`src/rtl/fifo_stream_reader_pkg.sv`:
```
// Shared definitions for the FIFO stream reader: default sizes and the
// occupancy encoding of the 2-entry output buffer.
package fifo_pkg;

  localparam int DEF_WIDTH = 8;
  localparam int DEF_DEPTH = 8;

  typedef enum logic [1:0] {
    EMPTY = 2'd0,
    ONE   = 2'd1,
    TWO   = 2'd2
  } occ_state_t;

  // Number of words held for a given occupancy state.
  function automatic logic [1:0] occ_level(occ_state_t s);
    return 2'(s);
  endfunction

endpackage

```
`src/rtl/fifo_stream_reader_if.sv`:
```
// FIFO-side and stream-side signals of the reader bundled together.
// master: the reader itself; slave: the FIFO plus downstream consumer.
interface fifo_stream_reader_if
  import fifo_pkg::*;
#(
  parameter int WIDTH = DEF_WIDTH,
  parameter int DEPTH = DEF_DEPTH
);
  localparam int CW = $clog2(DEPTH) + 8;

  logic             en;
  logic             r_en;
  logic             empty;
  logic [WIDTH-1:0] data_out;
  logic             m_valid;
  logic [WIDTH-1:0] m_data;
  logic             m_ready;
  logic [CW-1:0]    rd_count;

  modport master (
    input  en, empty, data_out, m_ready,
    output r_en, m_valid, m_data, rd_count
  );

  modport slave (
    output en, empty, data_out, m_ready,
    input  r_en, m_valid, m_data, rd_count
  );

endinterface

```
`src/rtl/fifo_stream_reader_skid_buf.sv`:
```
// Two-entry output buffer holding words returned by the FIFO until the
// downstream consumer takes them. Head/data come straight from registers.
//
// state | meaning
// EMPTY | no word held, m_valid low
// ONE   | one word held at head
// TWO   | both entries full, head is the older word
module stream_skid_buf
  import fifo_pkg::*;
#(
  parameter int WIDTH = DEF_WIDTH
) (
  input  logic             clk,
  input  logic             rst_n,
  input  logic             push_i,
  input  logic             pop_i,
  input  logic [WIDTH-1:0] din_i,
  output logic [WIDTH-1:0] dout_o,
  output logic             valid_o,
  output occ_state_t       occ_o
);

  occ_state_t       occ_q, occ_d;
  logic             hd_q, hd_d;
  logic [WIDTH-1:0] mem_q [2];
  logic             do_pop;
  logic             do_push;
  logic             wr_idx;

  // Next occupancy and head pointer; a pop frees the head slot, so the tail
  // slot is head^1 only when exactly one word is held.
  always_comb begin
    do_pop  = pop_i && (occ_q != EMPTY);
    do_push = push_i && ((occ_q != TWO) || do_pop);
    wr_idx  = hd_q ^ (occ_q == ONE);
    occ_d   = occ_q;
    hd_d    = hd_q;
    if (do_pop) begin
      hd_d = ~hd_q;
    end
    unique case ({do_push, do_pop})
      2'b10:   occ_d = (occ_q == EMPTY) ? ONE : TWO;
      2'b01:   occ_d = (occ_q == TWO) ? ONE : EMPTY;
      default: occ_d = occ_q;
    endcase
  end

  // Occupancy state and head pointer registers.
  always_ff @(posedge clk) begin
    if (!rst_n) begin
      occ_q <= EMPTY;
      hd_q  <= 1'b0;
    end else begin
      occ_q <= occ_d;
      hd_q  <= hd_d;
    end
  end

  // Storage entries; contents after reset are irrelevant.
  always_ff @(posedge clk) begin
    if (do_push) begin
      mem_q[wr_idx] <= din_i;
    end
  end

  assign dout_o  = mem_q[hd_q];
  assign valid_o = (occ_q != EMPTY);
  assign occ_o   = occ_q;

endmodule

```
`src/rtl/fifo_stream_reader.sv`:
```
// Reads a 1-cycle-latency synchronous FIFO and presents its words as a
// valid/ready stream. Reads are issued only when the output buffer is
// guaranteed room for the returning word, so nothing is ever dropped.
module fifo_stream_reader
  import fifo_pkg::*;
#(
  parameter int WIDTH = DEF_WIDTH,
  parameter int DEPTH = DEF_DEPTH
) (
  input  logic                 clk,
  input  logic                 rst_n,
  fifo_stream_reader_if.master bus
);

  localparam int CW = $clog2(DEPTH) + 8;

  logic             inflight_q, inflight_d;
  logic [CW-1:0]    rd_count_q, rd_count_d;
  logic             pop;
  logic             r_en;
  logic             credit;
  logic [2:0]       level;
  logic             buf_valid;
  logic [WIDTH-1:0] buf_data;
  occ_state_t       occ;

  stream_skid_buf #(.WIDTH(WIDTH)) u_buf (
    .clk     (clk),
    .rst_n   (rst_n),
    .push_i  (inflight_q),
    .pop_i   (pop),
    .din_i   (bus.data_out),
    .dout_o  (buf_data),
    .valid_o (buf_valid),
    .occ_o   (occ)
  );

  // Read credit: held words plus the word in flight, minus a word leaving
  // this cycle, must stay below the buffer depth of two.
  always_comb begin
    pop        = buf_valid && bus.m_ready;
    level      = {1'b0, occ_level(occ)} + {2'b00, inflight_q};
    credit     = pop ? (level < 3'd3) : (level < 3'd2);
    r_en       = rst_n && bus.en && !bus.empty && credit;
    inflight_d = r_en;
    rd_count_d = pop ? rd_count_q + CW'(1) : rd_count_q;
  end

  // Inflight flag and delivered-word counter.
  always_ff @(posedge clk) begin
    if (!rst_n) begin
      inflight_q <= 1'b0;
      rd_count_q <= '0;
    end else begin
      inflight_q <= inflight_d;
      rd_count_q <= rd_count_d;
    end
  end

  assign bus.r_en     = r_en;
  assign bus.m_valid  = buf_valid;
  assign bus.m_data   = buf_data;
  assign bus.rd_count = rd_count_q;

endmodule
```
`src/flat_wrapper.sv`:
```
// flat-port wrapper written by rule: the top's interface ports become plain ports
module fifo_stream_reader_flat import fifo_pkg::*;
#(
  parameter int WIDTH = DEF_WIDTH,
  parameter int DEPTH = DEF_DEPTH
)
  (clk, rst_n, bus_en, bus_empty, bus_data_out, bus_m_ready, bus_r_en, bus_m_valid, bus_m_data, bus_rd_count);
  fifo_stream_reader_if #(.WIDTH(WIDTH), .DEPTH(DEPTH)) bus_i ();
  input  logic clk;
  input  logic rst_n;
  input wire logic [$bits(bus_i.en)-1:0] bus_en;
  input wire logic [$bits(bus_i.empty)-1:0] bus_empty;
  input wire logic [$bits(bus_i.data_out)-1:0] bus_data_out;
  input wire logic [$bits(bus_i.m_ready)-1:0] bus_m_ready;
  output wire logic [$bits(bus_i.r_en)-1:0] bus_r_en;
  output wire logic [$bits(bus_i.m_valid)-1:0] bus_m_valid;
  output wire logic [$bits(bus_i.m_data)-1:0] bus_m_data;
  output wire logic [$bits(bus_i.rd_count)-1:0] bus_rd_count;
  assign bus_i.en = bus_en;
  assign bus_i.empty = bus_empty;
  assign bus_i.data_out = bus_data_out;
  assign bus_i.m_ready = bus_m_ready;
  assign bus_r_en = bus_i.r_en;
  assign bus_m_valid = bus_i.m_valid;
  assign bus_m_data = bus_i.m_data;
  assign bus_rd_count = bus_i.rd_count;
  fifo_stream_reader #(.WIDTH(WIDTH), .DEPTH(DEPTH)) u_core (.clk(clk), .rst_n(rst_n), .bus(bus_i));
endmodule
```
`config.mk`:
```
export PLATFORM = sky130hd
export DESIGN_NAME = fifo_stream_reader_flat
export DESIGN_NICKNAME = d
export VERILOG_FILES = /design/src/rtl/fifo_stream_reader_pkg.sv /design/src/rtl/fifo_stream_reader_if.sv /design/src/rtl/fifo_stream_reader_skid_buf.sv /design/src/rtl/fifo_stream_reader.sv /design/src/flat_wrapper.sv
export SDC_FILE = /design/constraint.sdc
export NUM_CORES = 1
export LEC_CHECK = 0
export CAP_MARGIN = 10
export CORE_AREA = 2 2 50 57
export DETAILED_ROUTE_END_ITERATION = 10
export DIE_AREA = 0 0 52 59
export DONT_BUFFER_PORTS = 1
export PLACE_DENSITY = 0.78
export SETUP_SLACK_MARGIN = 0.1
export SKIP_CTS_REPAIR_TIMING = 1
export SLEW_MARGIN = 20
export SYNTH_ARGS = -nofsm -noshare
export SYNTH_HDL_FRONTEND = slang
export SYNTH_HIERARCHICAL = 1
export SYNTH_SLANG_ARGS = --single-unit
```
`constraint.sdc`:
```
create_clock -name clk -period 2.6 [get_ports clk]
set_clock_uncertainty 0.2 [all_clocks]
set_input_delay 0.52 -clock clk [delete_from_list [all_inputs] [get_ports clk]]
set_output_delay 0.52 -clock clk [all_outputs]
set_load 0.02 [all_outputs]
```
==> flow_metrics.py <==
metrics = {
    "final_layout": {
        "fin_nets": 153,
        "seqCellArea_um2": 807.0,
        "antenna_cells": 0,
        "drive_gt1_frac": 0.2721,
        "multiInputGateArea_um2": 611.8,
        "fillCellCount": 198,
        "stdcell_area_um2": 1634,
        "area_delta_synth_final_pct": 14.86,
    },
    "sta": {
        "min_period_over_period": 0.9305,
        "worst_pin_slew_ns": 0.3685,
        "max-slew-margin-rel": 0.7540,
        "worst_slack_ns": 0.1808,
        "tns_ns": 0,
        "setup_viol": 0,
        "min_period_ns": 2.419,
        "slew_violations": 0,
        "hold_viol_final": 0,
        "rsz0062_at_grt": "false",
        "fmax_mhz": 413.4,
    },
    "synthesis": {
        "synth_edf_count": 16,
        "synth_nets": 142,
        "ys_seq_area_frac": 0.5629,
        "synthCells": 124,
        "avgSynthCellArea_um2": 11.47,
        "synth_area_um2": 1423,
        "synth_flop_cell": "edfxtp_1",
        "async_flop_share": 0,
        "yosys_warnings": 6,
        "synth-seq-cells": 32,
        "yosysTopAreaCell": "edfxtp_1",
        "synth_cell_type_count": 30,
        "synth_common_cells": "dfxtp_1 (16), edfxtp_1 (16), a21oi_1 (13)",
        "synthTopCellsByArea": "edfxtp_1 (34%), dfxtp_1 (23%), mux2_2 (6.3%)",
        "yosys.area.top_type_share": 0.3377,
    },
    "setup_path": {
        "startpoint": "u_core/u_buf/occ_o[0]",
        "crit_type": "reg -> out",
        "cp_data_required_time_ns": 1.88,
        "endpoint_kind": "output port",
        "path_max_fanout": 6,
        "startpoint_type": "register",
        "regToRegStartpoint": "u_core/u_buf/occ_o[0]",
        "worstPathArrival_ns": 1.70,
        "rr_worst_depth": 8,
    },
    "routing": {
        "drcViolationCount": 0,
        "routed_via_density": 5.958,
        "vias": 995,
        "dr.pass1.iters": 4,
        "postRouteAntennaNets": 0,
        "avgRoutedWirePerCell_um": 16.17,
        "drt_wl_total_mm": 2.701,
        "drt_iter0_drc": 34,
    },
    "die": {
        "ios": 34,
        "initial_core_util": 0.5810,
        "dieArea_um2": 3068,
        "rows": 19,
        "die_w_um": 52,
        "core_region_area_um2": 2449,
        "die_y_um": 59,
    },
    "power_and_ir_drop": {
        "seqPwrFrac": 0.552,
        "switching_share": 0.2068,
        "leakagePower_nw": 0.5626,
        "pwr-share-clk": 0.397,
        "p_switching_mw": 0.2043,
        "internal_power_mw": 0.7834,
        "power.density_nw_per_um2": 604.4,
        "power_frac_comb": 0.050,
        "peakVddDrop_v": 0.0003487,
    },
    "grt": {
        "grt_pass1_vias": 933,
        "grt_start_max_net_pins": 15,
        "grt.overflow.total": 0,
        "antenna_found_initial": 0,
        "grtUsageTotal": 0.1875,
        "grt_first_pass_wirelength_mm": 4.015,
    },
    "placement": {
        "pre_cts_ws_ns": 0.1066,
        "place_hpwl_mm": 1.845,
        "port_buffers": 0,
        "place_area_um2": 1464,
        "place.gp.congestion": 0.7566,
    },
    "cts": {
        "cts_buffers": 5,
        "clk_pin_slew_ns": 0.10,
        "worstSkewPairLatency_ns": 0.33,
        "clockRootBuffer": "clkbuf_4",
        "numClockSinks": 32,
        "ctsHtreeMaxLevel": 2,
        "cts_tree": "built",
        "cts_buffer_depth": 2,
    },
    "hold_path": {
        "hold_path_depth": 1,
        "hp-class": "in -> reg",
        "min_from": "bus_empty",
    },
    "status": {
        "status": "complete, no violations",
    },
    "run": {
        "max_cap_violations": 0,
    },
}
## final timing paths
check,slack [ns],end
setup / recovery,0.18,bus_r_en
hold reg to reg,0.42,u_core/bus.rd_count[10]
hold / removal,0.05,u_core/inflight_q
setup reg to reg,0.35,u_core/u_buf/occ_o[1]
## critical path: stages, from the launching register on
cell,delay (ns)
dfxtp_4,0.38
ha_4,0.16
inv_2,0.06
ha_4,0.19
a21oi_2,0.13
mux2i_2,0.10
nor3_2,0.18
buf_4,0.16
## power groups by stage
stage / Sequential [mW] / Clock (mW) / Combinational (mW)
finish: 0.545 / 0.393 / 0.0498
CTS: 0.546 / 0.399 / 0.0397
floorplan: 0.554 / 0 / 0.0356
global route: 0.546 / 0.422 / 0.0539
detailed placement: 0.557 / 0 / 0.0394
global placement: 0.556 / 0 / 0.0377
## layer usage
metal	vias to the layer above	GRT usage	routed length [um]
li1	481	-	-
met1	482	0.1957	1059
met2	25	0.3201	1408
met3	7	0.05808	165
met4	0	0.1241	68
met5	-	0	0
## per-stage QoR
step	cells	hold slack [ns]	utilization	total power [mW]
3_5_place_dp	155	0.3938	0.5979	0.5965
2_1_floorplan	124	0.3474	-	0.5895
5_1_grt	167	0.03290	0.6673	1.022
4_1_cts	163	0.04211	0.6326	0.9841
6_report	167	0.04576	0.6673	0.9877
3_3_place_gp	155	0.3694	0.5979	0.5942
## cells by family after synthesis
logic type               share of synthesized area
AND/OR/NAND/NOR                             0.1346
XOR/XNOR                                   0.02991
AO/OA/AOI/OAI                               0.1179
buffers and inverters                      0.04045
multiplexers                               0.07036
adder cells (fa/ha/maj)                    0.04398
flip-flops                                  0.5629
## cell usage in the layout (no fill, tap or decap), types with 2 or more instances in the layout
cell,instances
or4_1,4
buf_4,6
mux2_2,8
nand2_1,5
dfxtp_1,13
inv_1,7
ha_4,2
edfxtp_1,16
a21oi_1,12
and2_1,2
nor2_1,3
nand3_1,7
clkbuf_4,5
a311oi_1,2
or3_1,4
nand4_1,2
xor2_1,2
dfxtp_2,2
ha_1,3
o31ai_1,4
o21ai_0,8
## area by class of cell
class                           instances  share of cell area
Multi-Input combinational cell         80              0.3744
Tap cell                               31             0.02374
Clock inverter                          2             0.02067
Clock buffer                            6             0.03139
Inverter                                8             0.01838
Sequential cell                        32              0.4939
Timing Repair Buffer                    8             0.03752
## registers in the layout (all words and copies together) (netlist names), named ones only
signal	cells
u_core/u_buf/hd_q	1
u_core/u_buf/occ_o	2
u_core/bus.rd_count	11
u_core/inflight_q	1
u_core/u_buf/mem_q	16
(Power assumes the default switching activity.)
